==> src/rtl/leaf_pkg.sv <==
// Shared packet geometry, credit constants and the packet builder for the BFT leaf output path.
package leaf_pkg;

    localparam int PAYLOAD_BITS  = 32;
    localparam int NUM_LEAF_BITS = 5;
    localparam int NUM_PORT_BITS = 4;
    localparam int NUM_ADDR_BITS = 7;
    localparam int NUM_OUT_PORTS = 2;
    localparam int CREDIT_BITS   = 8;
    localparam int CREDIT_INIT   = 128;

    localparam int PACKET_BITS = 1 + NUM_LEAF_BITS + NUM_PORT_BITS + NUM_ADDR_BITS + PAYLOAD_BITS;

    localparam int PAYLOAD_LSB = 0;
    localparam int ADDR_LSB    = PAYLOAD_LSB + PAYLOAD_BITS;
    localparam int DPORT_LSB   = ADDR_LSB + NUM_ADDR_BITS;
    localparam int LEAF_LSB    = DPORT_LSB + NUM_PORT_BITS;
    localparam int VALID_BIT   = LEAF_LSB + NUM_LEAF_BITS;

    typedef logic [PAYLOAD_BITS-1:0]  payload_t;
    typedef logic [NUM_LEAF_BITS-1:0] leaf_t;
    typedef logic [NUM_PORT_BITS-1:0] port_t;
    typedef logic [NUM_ADDR_BITS-1:0] addr_t;
    typedef logic [CREDIT_BITS-1:0]   credit_t;
    typedef logic [PACKET_BITS-1:0]   packet_t;

    function automatic packet_t make_packet(leaf_t leaf, port_t dport, addr_t addr, payload_t payload);
        packet_t pkt;
        pkt                                 = '0;
        pkt[VALID_BIT]                      = 1'b1;
        pkt[LEAF_LSB +: NUM_LEAF_BITS]      = leaf;
        pkt[DPORT_LSB +: NUM_PORT_BITS]     = dport;
        pkt[ADDR_LSB +: NUM_ADDR_BITS]      = addr;
        pkt[PAYLOAD_LSB +: PAYLOAD_BITS]    = payload;
        return pkt;
    endfunction

endpackage

==> src/rtl/leaf_out_packetizer_if.sv <==
// User-side, BFT-side, credit-return and destination-config signals of the leaf output packetizer.
interface leaf_out_packetizer_if;
    import leaf_pkg::*;

    logic [NUM_OUT_PORTS*PAYLOAD_BITS-1:0] din_leaf_user2interface;
    logic [NUM_OUT_PORTS-1:0]              vld_user2interface;
    logic [NUM_OUT_PORTS-1:0]              ack_interface2user;
    packet_t                               dout_leaf_interface2bft;
    logic                                  bft_ready;
    logic                                  credit_vld;
    port_t                                 credit_port;
    credit_t                               credit_amt;
    logic                                  cfg_we;
    port_t                                 cfg_port;
    leaf_t                                 cfg_leaf;
    port_t                                 cfg_dport;

    modport slave (
        input  din_leaf_user2interface, vld_user2interface, bft_ready,
        input  credit_vld, credit_port, credit_amt,
        input  cfg_we, cfg_port, cfg_leaf, cfg_dport,
        output ack_interface2user, dout_leaf_interface2bft
    );

    modport master (
        output din_leaf_user2interface, vld_user2interface, bft_ready,
        output credit_vld, credit_port, credit_amt,
        output cfg_we, cfg_port, cfg_leaf, cfg_dport,
        input  ack_interface2user, dout_leaf_interface2bft
    );

endinterface

==> src/rtl/leaf_out_packetizer_rr_arbiter.sv <==
// Round-robin arbiter: one-hot grant searched upward from a rotating pointer that moves past each winner.
module rr_arbiter #(
    parameter  int N  = 2,
    localparam int IW = (N > 1) ? $clog2(N) : 1
) (
    input  logic          clk,
    input  logic          reset_n,
    input  logic [N-1:0]  req,
    input  logic          enable,
    output logic [N-1:0]  grant,
    output logic [IW-1:0] winner
);

    logic [IW-1:0] rr_ptr_q, rr_ptr_d;
    logic          found;
    int            idx;

    always_comb begin
        // NOTE: every always_comb output gets a default before any branch, so no path can infer a latch.
        grant    = '0;
        winner   = '0;
        found    = 1'b0;
        idx      = 0;
        rr_ptr_d = rr_ptr_q;
        for (int k = 0; k < N; k++) begin
            idx = int'(rr_ptr_q) + k;
            if (idx >= N) idx = idx - N;
            if (!found && enable && req[idx]) begin
                found      = 1'b1;
                grant[idx] = 1'b1;
                winner     = IW'(idx);
            end
        end
        if (found) rr_ptr_d = (int'(winner) == N - 1) ? '0 : winner + IW'(1);
    end

    always_ff @(posedge clk) begin
        // NOTE: state updates use non-blocking assignments so all flops sample pre-edge values together.
        if (!reset_n) rr_ptr_q <= '0;
        else          rr_ptr_q <= rr_ptr_d;
    end

endmodule

==> src/rtl/leaf_out_packetizer.sv <==
// Leaf output packetizer: arbitrates user ports under credit flow control and wraps words into BFT packets.
module leaf_out_packetizer
    import leaf_pkg::*;
(
    input  logic                 clk,
    input  logic                 reset_n,
    leaf_out_packetizer_if.slave bus
);

    localparam int N   = NUM_OUT_PORTS;
    localparam int IW  = (N > 1) ? $clog2(N) : 1;
    localparam int CW1 = CREDIT_BITS + 1;

    packet_t        held_q, held_d;
    credit_t        credit_q [N];
    credit_t        credit_d [N];
    addr_t          addr_q [N];
    addr_t          addr_d [N];
    leaf_t          leaf_tbl_q [N];
    leaf_t          leaf_tbl_d [N];
    port_t          dport_tbl_q [N];
    port_t          dport_tbl_d [N];

    logic [N-1:0]   req;
    logic [N-1:0]   grant;
    logic [IW-1:0]  winner;
    logic           slot_free;
    packet_t        new_pkt;
    logic [CW1-1:0] credit_sum;

    assign slot_free = !held_q[VALID_BIT] || bus.bft_ready;

    always_comb begin
        req = '0;
        for (int i = 0; i < N; i++) req[i] = bus.vld_user2interface[i] && (credit_q[i] != '0);
    end

    // Gating enable with reset_n keeps ack low in a reset cycle even though the arbiter is combinational.
    rr_arbiter #(.N(N)) u_arb (
        .clk     (clk),
        .reset_n (reset_n),
        .req     (req),
        .enable  (slot_free && reset_n),
        .grant   (grant),
        .winner  (winner)
    );

    assign bus.ack_interface2user      = grant;
    assign bus.dout_leaf_interface2bft = held_q;

    always_comb begin
        held_d      = held_q;
        credit_d    = credit_q;
        addr_d      = addr_q;
        leaf_tbl_d  = leaf_tbl_q;
        dport_tbl_d = dport_tbl_q;
        credit_sum  = '0;

        // Table entries are read before this cycle's cfg write lands, so a same-cycle grant sees the old route.
        new_pkt = make_packet(leaf_tbl_q[winner], dport_tbl_q[winner], addr_q[winner],
                              bus.din_leaf_user2interface[int'(winner)*PAYLOAD_BITS +: PAYLOAD_BITS]);

        if (|grant)             held_d = new_pkt;
        else if (bus.bft_ready) held_d = '0;

        for (int i = 0; i < N; i++) begin
            addr_d[i]  = addr_q[i] + addr_t'(grant[i]);
            credit_sum = {1'b0, credit_q[i]} - CW1'(grant[i])
                       + ((bus.credit_vld && int'(bus.credit_port) == i) ? {1'b0, bus.credit_amt} : '0);
            credit_d[i] = credit_sum[CREDIT_BITS] ? '1 : credit_sum[CREDIT_BITS-1:0];
            if (bus.cfg_we && int'(bus.cfg_port) == i) begin
                leaf_tbl_d[i]  = bus.cfg_leaf;
                dport_tbl_d[i] = bus.cfg_dport;
            end
        end
    end

    always_ff @(posedge clk) begin
        if (!reset_n) begin
            held_q <= '0;
            // NOTE: these per-port arrays are a handful of flops with defined reset contents, not a RAM.
            for (int i = 0; i < N; i++) begin
                credit_q[i]    <= credit_t'(CREDIT_INIT);
                addr_q[i]      <= '0;
                leaf_tbl_q[i]  <= '0;
                dport_tbl_q[i] <= '0;
            end
        end else begin
            held_q      <= held_d;
            credit_q    <= credit_d;
            addr_q      <= addr_d;
            leaf_tbl_q  <= leaf_tbl_d;
            dport_tbl_q <= dport_tbl_d;
        end
    end

endmodule

==> src/flat_wrapper.sv <==
// flat-port wrapper written by rule: the top's interface ports become plain ports
module leaf_out_packetizer_flat import leaf_pkg::*;
  (clk, reset_n, bus_din_leaf_user2interface, bus_vld_user2interface, bus_bft_ready, bus_credit_vld, bus_credit_port, bus_credit_amt, bus_cfg_we, bus_cfg_port, bus_cfg_leaf, bus_cfg_dport, bus_ack_interface2user, bus_dout_leaf_interface2bft);
  leaf_out_packetizer_if bus_i ();
  input  logic clk;
  input  logic reset_n;
  input wire logic [$bits(bus_i.din_leaf_user2interface)-1:0] bus_din_leaf_user2interface;
  input wire logic [$bits(bus_i.vld_user2interface)-1:0] bus_vld_user2interface;
  input wire logic [$bits(bus_i.bft_ready)-1:0] bus_bft_ready;
  input wire logic [$bits(bus_i.credit_vld)-1:0] bus_credit_vld;
  input wire logic [$bits(bus_i.credit_port)-1:0] bus_credit_port;
  input wire logic [$bits(bus_i.credit_amt)-1:0] bus_credit_amt;
  input wire logic [$bits(bus_i.cfg_we)-1:0] bus_cfg_we;
  input wire logic [$bits(bus_i.cfg_port)-1:0] bus_cfg_port;
  input wire logic [$bits(bus_i.cfg_leaf)-1:0] bus_cfg_leaf;
  input wire logic [$bits(bus_i.cfg_dport)-1:0] bus_cfg_dport;
  output wire logic [$bits(bus_i.ack_interface2user)-1:0] bus_ack_interface2user;
  output wire logic [$bits(bus_i.dout_leaf_interface2bft)-1:0] bus_dout_leaf_interface2bft;
  assign bus_i.din_leaf_user2interface = bus_din_leaf_user2interface;
  assign bus_i.vld_user2interface = bus_vld_user2interface;
  assign bus_i.bft_ready = bus_bft_ready;
  assign bus_i.credit_vld = bus_credit_vld;
  assign bus_i.credit_port = bus_credit_port;
  assign bus_i.credit_amt = bus_credit_amt;
  assign bus_i.cfg_we = bus_cfg_we;
  assign bus_i.cfg_port = bus_cfg_port;
  assign bus_i.cfg_leaf = bus_cfg_leaf;
  assign bus_i.cfg_dport = bus_cfg_dport;
  assign bus_ack_interface2user = bus_i.ack_interface2user;
  assign bus_dout_leaf_interface2bft = bus_i.dout_leaf_interface2bft;
  leaf_out_packetizer u_core (.clk(clk), .reset_n(reset_n), .bus(bus_i));
endmodule
==> config.mk <==
export PLATFORM = sky130hd
export DESIGN_NAME = leaf_out_packetizer_flat
export DESIGN_NICKNAME = d
export VERILOG_FILES = /design/src/rtl/leaf_pkg.sv /design/src/rtl/leaf_out_packetizer_if.sv /design/src/rtl/leaf_out_packetizer_rr_arbiter.sv /design/src/rtl/leaf_out_packetizer.sv /design/src/flat_wrapper.sv
export SDC_FILE = /design/constraint.sdc
export NUM_CORES = 1
export LEC_CHECK = 0
export ABC_AREA = 1
export CAP_MARGIN = 10
export CORE_ASPECT_RATIO = 0.9
export CORE_MARGIN = 2
export CORE_UTILIZATION = 44
export DETAILED_ROUTE_END_ITERATION = 7
export DONT_BUFFER_PORTS = 1
export PLACE_DENSITY_LB_ADDON = 0.25
export SLEW_MARGIN = 20
export SYNTH_ARGS = -nofsm -noshare
export SYNTH_HDL_FRONTEND = slang
export SYNTH_HIERARCHICAL = 1
export SYNTH_SLANG_ARGS = --single-unit
export TNS_END_PERCENT = 100
==> constraint.sdc <==
create_clock -name clk -period 3 [get_ports clk]
set_input_delay 0.45 -clock clk [delete_from_list [all_inputs] [get_ports clk]]
set_output_delay 0.45 -clock clk [all_outputs]
set_load 0.02 [all_outputs]
; Word level (Yosys, flattened, before mapping)
; Cells that the tools add are included.
[word_totals]
reg_bits = 98
elab_cells = 92
ram_bits = 0
inputBits = 96
n_memories = 0
latch_bits = 0
romBits = 0
[classes]
n_eq_ne = 2
magnitude_cmp = 7
multipliers = 0
muxes = 34
shifts = 1
addsub = 10
div = 0
reduce_logical = 23
bitwise = 3
[op_table]
columns = operator, count
row1 = two-way mux 49 bit, 2
row2 = "greater-or-equal comparator 32 x 1 -> 1 bit, second input constant", 2
row3 = "< comparator 32 x 3 -> 1 bit, second input constant", 2
row4 = two-way mux 32 bit, 2
row5 = variable part select 64 x 7 -> 32 bit, 1
row6 = two-way mux 7 bit, 5
row7 = adder 9 x 8 -> 9 bit, 2
row8 = subtractor 8 x 1 -> 9 bit, 2
row9 = two-way mux 8 bit, 2
row10 = nonzero test 8 bit, 2
row11 = two-way mux 5 bit, 3
row12 = adder 7 x 1 -> 7 bit, 2
row13 = two-way mux 1 bit, 13
row14 = logical AND 1 bit, 12
row15 = two-way mux 4 bit, 3
row16 = "equality test 4 x 2 -> 1 bit, second input constant", 2
row17 = zero test 4 bit, 2
row18 = OR reduction 2 bit, 3
row19 = "greater-or-equal comparator 2 bit, second input constant", 2
row20 = two-way mux 2 bit, 2
row21 = "subtractor 1 x 2 -> 3 bit, second input constant", 1
row22 = "subtractor 2 x 2 -> 3 bit, second input constant", 1
row23 = "adder 1 x 1 -> 2 bit, second input constant", 1
row24 = demux 1 bit (select 1 bit), 2
row25 = 8 further kinds, 9

; Depth between registers and ports, before layout
[depth]
depth_word = 16
ltp_mapped = 18

; By module
; Netlist, hierarchy kept.
[modules_own_cells]
columns = mod, area_per_inst_um2, n_inst, cells_per_inst
row1 = leaf_out_packetizer, 5206.2, 1, 767
row2 = rr_arbiter, 63.8, 1, 11

; Worst setup path after synthesis
; Ideal clock, no wire load.
[synth_path]
kind = input port to flip-flop
start = input reset_n
end = register u_core/credit_q[7] in the netlist's numbering
t_required_ns = 2.885
stages = 17
setup_ns = 0.115
path_buffers = 1
arrival_ns = 3.104
path_slack_ns = -0.219
cell_sequence = clkinv_1 clkbuf_1 a21oi_1 nand2_1 a21oi_1 ha_1 inv_1 ha_1 fa_1 nand2_1 nand2_1 nand3_2 nand2_1 nand2_2 nand2_1 nor2_1 nand2_1
[synth_between]
elab_chain_len = 10
word_cells_on_any_way = 13
classes_between = add/sub (2) / mux (3) / bitwise (2) / reduce/logical (6)
[synth_lines]
columns = item, line_no
row1 = start: declaration, flat_wrapper.sv:6  ; input logic reset_n;
row2 = logical AND 1 bit (*), leaf_out_packetizer.sv:43  ; .enable (slot_free && reset_n),
row3 = logical AND 1 bit, leaf_out_packetizer_rr_arbiter.sv:28  ; if (!found && enable && req[idx]) begin
row4 = two-way mux 1 bit, leaf_out_packetizer_rr_arbiter.sv:28
row5 = zero test 1 bit, leaf_out_packetizer_rr_arbiter.sv:28
row6 = logical AND 1 bit (2 in series), leaf_out_packetizer_rr_arbiter.sv:28
row7 = two-way mux 2 bit (*), leaf_out_packetizer_rr_arbiter.sv:28
row8 = net bus_ack_interface2user[1], flat_wrapper.sv:17  ; output wire logic [$bits(bus_i.ack_interface2user)-1:0] bus_ack_interface2user;
row9 = subtractor 8 x 1 -> 9 bit (*), leaf_out_packetizer.sv:68  ; credit_sum = {1'b0, credit_q[i]} - CW1'(grant[i])
row10 = adder 9 x 8 -> 9 bit (*), leaf_out_packetizer.sv:69  ; + ((bus.credit_vld && int'(bus.credit_port) == i) ? {1'b0, bus.credit_amt} : '0);
row11 = OR reduction 2 bit (no line), -
row12 = end signal: indexed assignment, leaf_out_packetizer.sv:83  ; credit_q[i] <= credit_t'(CREDIT_INIT);
row13 = end signal: assignment, leaf_out_packetizer.sv:90  ; credit_q <= credit_d;
row14 = end: declaration, leaf_out_packetizer.sv:15  ; credit_t credit_q [N];
; Mark *: on every way through the listed nets, which the timed path passes. The rest lies on a longest branch.
; A chain may end at the register's enable or synchronous reset.

; Worst setup path after layout
[layout_path]
start = register u_core/credit_q[4] in the netlist's numbering
end = register u_core/credit_q[7] in the netlist's numbering
[layout_between]
elab_chain_len = 14
word_cells_on_any_way = 19
classes_between = add/sub (2) / mux (9) / bitwise (1) / reduce/logical (7)
[layout_lines]
columns = item, line_no
row1 = nonzero test 8 bit (*), leaf_out_packetizer.sv:35  ; for (int i = 0; i < N; i++) req[i] = bus.vld_user2interface[i] && (credit_q[i] != '0);
row2 = logical AND 1 bit (*), leaf_out_packetizer.sv:35
row3 = net u_core.req[1], leaf_out_packetizer.sv:24  ; logic [N-1:0] req;
row4 = two-way mux 1 bit (not written as such) (3 in series), leaf_out_packetizer_rr_arbiter.sv:28
row5 = logical AND 1 bit, leaf_out_packetizer_rr_arbiter.sv:28
row6 = two-way mux 1 bit, leaf_out_packetizer_rr_arbiter.sv:28
row7 = zero test 1 bit, leaf_out_packetizer_rr_arbiter.sv:28
row8 = logical AND 1 bit (2 in series), leaf_out_packetizer_rr_arbiter.sv:28
row9 = two-way mux 2 bit (*), leaf_out_packetizer_rr_arbiter.sv:28
row10 = subtractor 8 x 1 -> 9 bit (*), leaf_out_packetizer.sv:68
row11 = adder 9 x 8 -> 9 bit (*), leaf_out_packetizer.sv:69
row12 = OR reduction 2 bit (no line), -
; Mark *: on every way through the listed nets, which the timed path passes. The rest lies on a longest branch. The select of a mux whose other input is x is not followed.

==> impl_metrics.toml <==
[logic_synthesis]
ys_top_cells_by_count = "157 x nand2_1, 119 x inv_1, 106 x nor2_1"
synth_area_per_cell_sq_um = 6.77
yosys-top-cells-area = "dfxtp_1 37%, nand2_1 11%, a21oi_1 8.7%"
synth_flop_cell = "dfxtp_1"
yosys.cell_types.count = 29
ys_ff_latch = 98
synth-adder-area-share_pct = 9.31
synthSimpleGateAreaFrac_pct = 25.6
netlist.area_leader.share_pct = 37.2
netlist_area_sq_um = 5270
synthesis.nets = 912
yosysWarnings = 6
synth-edff-count = 0
ys_seq_area_share_pct = 37.2
synthXorXnorAreaFrac_pct = 0.499
yosysTopAreaCell = "dfxtp_1"
synth_mux_area_share_pct = 0
ys_async_sr_fraction_pct = 0
syn_inst = 778
synth_top_family_by_area = "simple AND/OR/NAND/NOR gates"
post-synth-top-count-cell = "nand2_1"
synth_compound_area_share_pct = 15.8

[setup_path]
worst_setup_path_end_kind = "flip-flop"
reg2reg_depth = 16
worstSetupPathType = "flip-flop to flip-flop"
rrSetupSlack_ns = 0.25
crit_arrival_ns = 2.98
worstPathRequired_ns = 3.23
critPathMaxFanout = 6
critPathLaunchType = "flip-flop"

[detailed_routing]
dr.pass1.iters = 6
wl_per_cell_microns = 13.5
vias = 4660
drtIter0Drc = 185
wl_microns = 12500
viasPerCell = 5.02
antenna_left = 0
drc_errors = 0

[sta]
finalCritPeriodShare_pct = 91.6
final.setup.tns_ns = 0
worst_pin_slew_ns = 0.785
slew_headroom_pct = 47.6
fin_hold_ws_ns = 0.218
finalHoldViolations = 0
rsz0062_at_grt = "no"
setup_viol = 0
finalCriticalPeriod_ns = 2.75
fmax_mhz = 364
finClkSkew_ns = 0.00757
slew_viol_final = 0

[clock_network]
cts_root_buffer = "clkbuf_16"
cts.sinks = 98
cts_buffers = 9
cts.htree.levels = 3
clock_latency_ns = 0.34
clockBufferDepth = 2
tritoncts = "yes"
clkTransAtPathRegs_ns = 0.06
post-cts-setup-buffers = 0

[power_and_ir_drop]
internal-power_mw = 2.97
pwr-share-seq_pct = 33.1
p_leak_nw = 2.66
powerDensity_nw_per_um2 = 846
p_switching_mw = 1.95
ir_drop_mv = 0.368
p_comb_share_pct = 43.7
p_sw_share_pct = 39.7
p_total_mw = 4.92
p_clk_share_pct = 23.2

[place]
port_buffers = 0
hpwl_microns = 9270
gp_congestion = 0.847

[grt]
antenna_found_initial = 0
grt_max_degree = 60
gr-total-overflow = 0
grt.total_usage_pct = 19.3
grt_pass1_vias = 4432
grt_pass1_wl_microns = 20000

[die]
core_area_sq_um = 11600
die_x_microns = 119
die_y_microns = 108
die_area_sq_um = 12900
row_count = 37
start_util_pct = 45.5
io_pins = 147

[min_path]
hp-class = "input port to flip-flop"
hold-path-cell-count = 2

[final_layout]
drive_above_1_share_pct = 5.70
num_antenna_cells = 0
areaGrowthSynthToFinish_pct = 10.3
layout.nets = 902

[run]
maxCapViolCount = 0

[run_status]
status = "completed"
layer usage:
| metal | track usage [%] | vias to the layer above | part of all wire (%) | routed length [microns] |
|---|---|---|---|---|
| li1 | - | 2445 | - | - |
| met1 | 20.4 | 2077 | 41 | 5140 |
| met2 | 36.4 | 125 | 50 | 6210 |
| met3 | 6.57 | 13 | 7.9 | 990 |
| met4 | 5.88 | 0 | 1.3 | 158 |
| met5 | 0 | - | 0 | 0 |
critical path, stage by stage, from the launching register on:
cell and delay [ns]:
dfxtp_1 0.34, nor4_4 0.30, a21boi_2 0.12, nand2_2 0.12, a21oi_2 0.05, ha_1 0.28
inv_1 0.04, ha_1 0.22, fa_1 0.42, nand2_1 0.09, nand2_1 0.12, nand3_2 0.12
nand2_1 0.09, nand2_2 0.13, nand2_1 0.07, nor2_1 0.09, nand2_1 0.06
state kept, by name, summed over array words and instances, names as in the netlist, named ones only:
| name | count |
|---|---|
| u_core/addr_q | 14 |
| u_core/dport_tbl_q | 8 |
| u_core/leaf_tbl_q | 10 |
| u_core/credit_q | 16 |
| u_core/bus.dout_leaf_interface2bft | 49 |
stage by stage:
stage | setup WS, ns | std cells | util (%) | area [sq um]
3_3_place_gp | 0.106 | 913 | 47.1 | 5460
3_5_place_dp | -0.0200 | 913 | 47.1 | 5460
6_report | 0.251 | 928 | 50.2 | 5810
2_1_floorplan | 0.00999 | 778 | - | 5280
5_1_grt | 0.0297 | 928 | 50.2 | 5810
4_1_cts | 0.0230 | 928 | 49.8 | 5760
final timing paths:
check / from / end
worst min register to register: u_core/leaf_tbl_q[9] / u_core/leaf_tbl_q[9]
worst min-delay path: reset_n / u_core/addr_q[1]
worst max register to register: u_core/credit_q[4] / u_core/credit_q[7]
worst max-delay path: u_core/credit_q[4] / u_core/credit_q[7]
cells by family (layout without fill, tap and decap cells):
group                      Yosys count  count (layout)
DFF                                 98              98
adders and majority gates           38              38
xor gates and xnor gates             3               3
AOI/OAI and AO/OA                  165             165
and+or+nand+nor                    322             322
buffers and inverters              152             146
layout make-up:
cell class | instances | area [sq um]
Fill cell | 1184 | 5760
Timing Repair Buffer | 10 | 113
Clock inverter | 4 | 51.3
Clock buffer | 11 | 253
Tap cell | 156 | 195
Sequential cell | 98 | 1960
Inverter | 121 | 454
Multi-Input combinational cell | 528 | 2780
layout by cell type (no fill, tap or decap), types with 2 or more instances in the layout:
master     Yosys  final
dfxtp_1       98     98
inv_1        119    119
nor4_2         0      2
nor2_1       106    105
clkinv_1       2      2
buf_4          5      7
a21oi_2        0      2
buf_12         0      3
nor3_1         4      4
a21boi_2       0      2
a21oi_1       92     89
or2_2          2      2
xnor2_1        2      2
nand2_2        2      3
ha_1          36     36
or2_1          2      2
fa_1           2      2
nand2_1      157    156
nand3_1       33     33
o21ai_1        5      5
clkbuf_8       0      2
nand4_1        3      3
nor4_4         2      4
nand3b_1       3      3
clkbuf_16      0      9
o21ai_0       66     66
power groups by stage:
stage                     registers, mW  logic [mW]  clock network (mW)
after floorplan                    1.60        1.73                   0
after global routing               1.64        2.50                1.23
after detailed placement           1.63        2.11                   0
after CTS                          1.60        2.13                1.18
after global placement             1.62        2.06                   0
final                              1.63        2.15                1.14
what timing repair did:
item | in CTS | in global routing
hold buffers | 0 | 0
setup endpoints to repair | 0 | 16
endpoints found under the hold margin | 0 | 0
resized for setup | 0 | 11
Note: power is estimated with default switching activity, not from simulation.
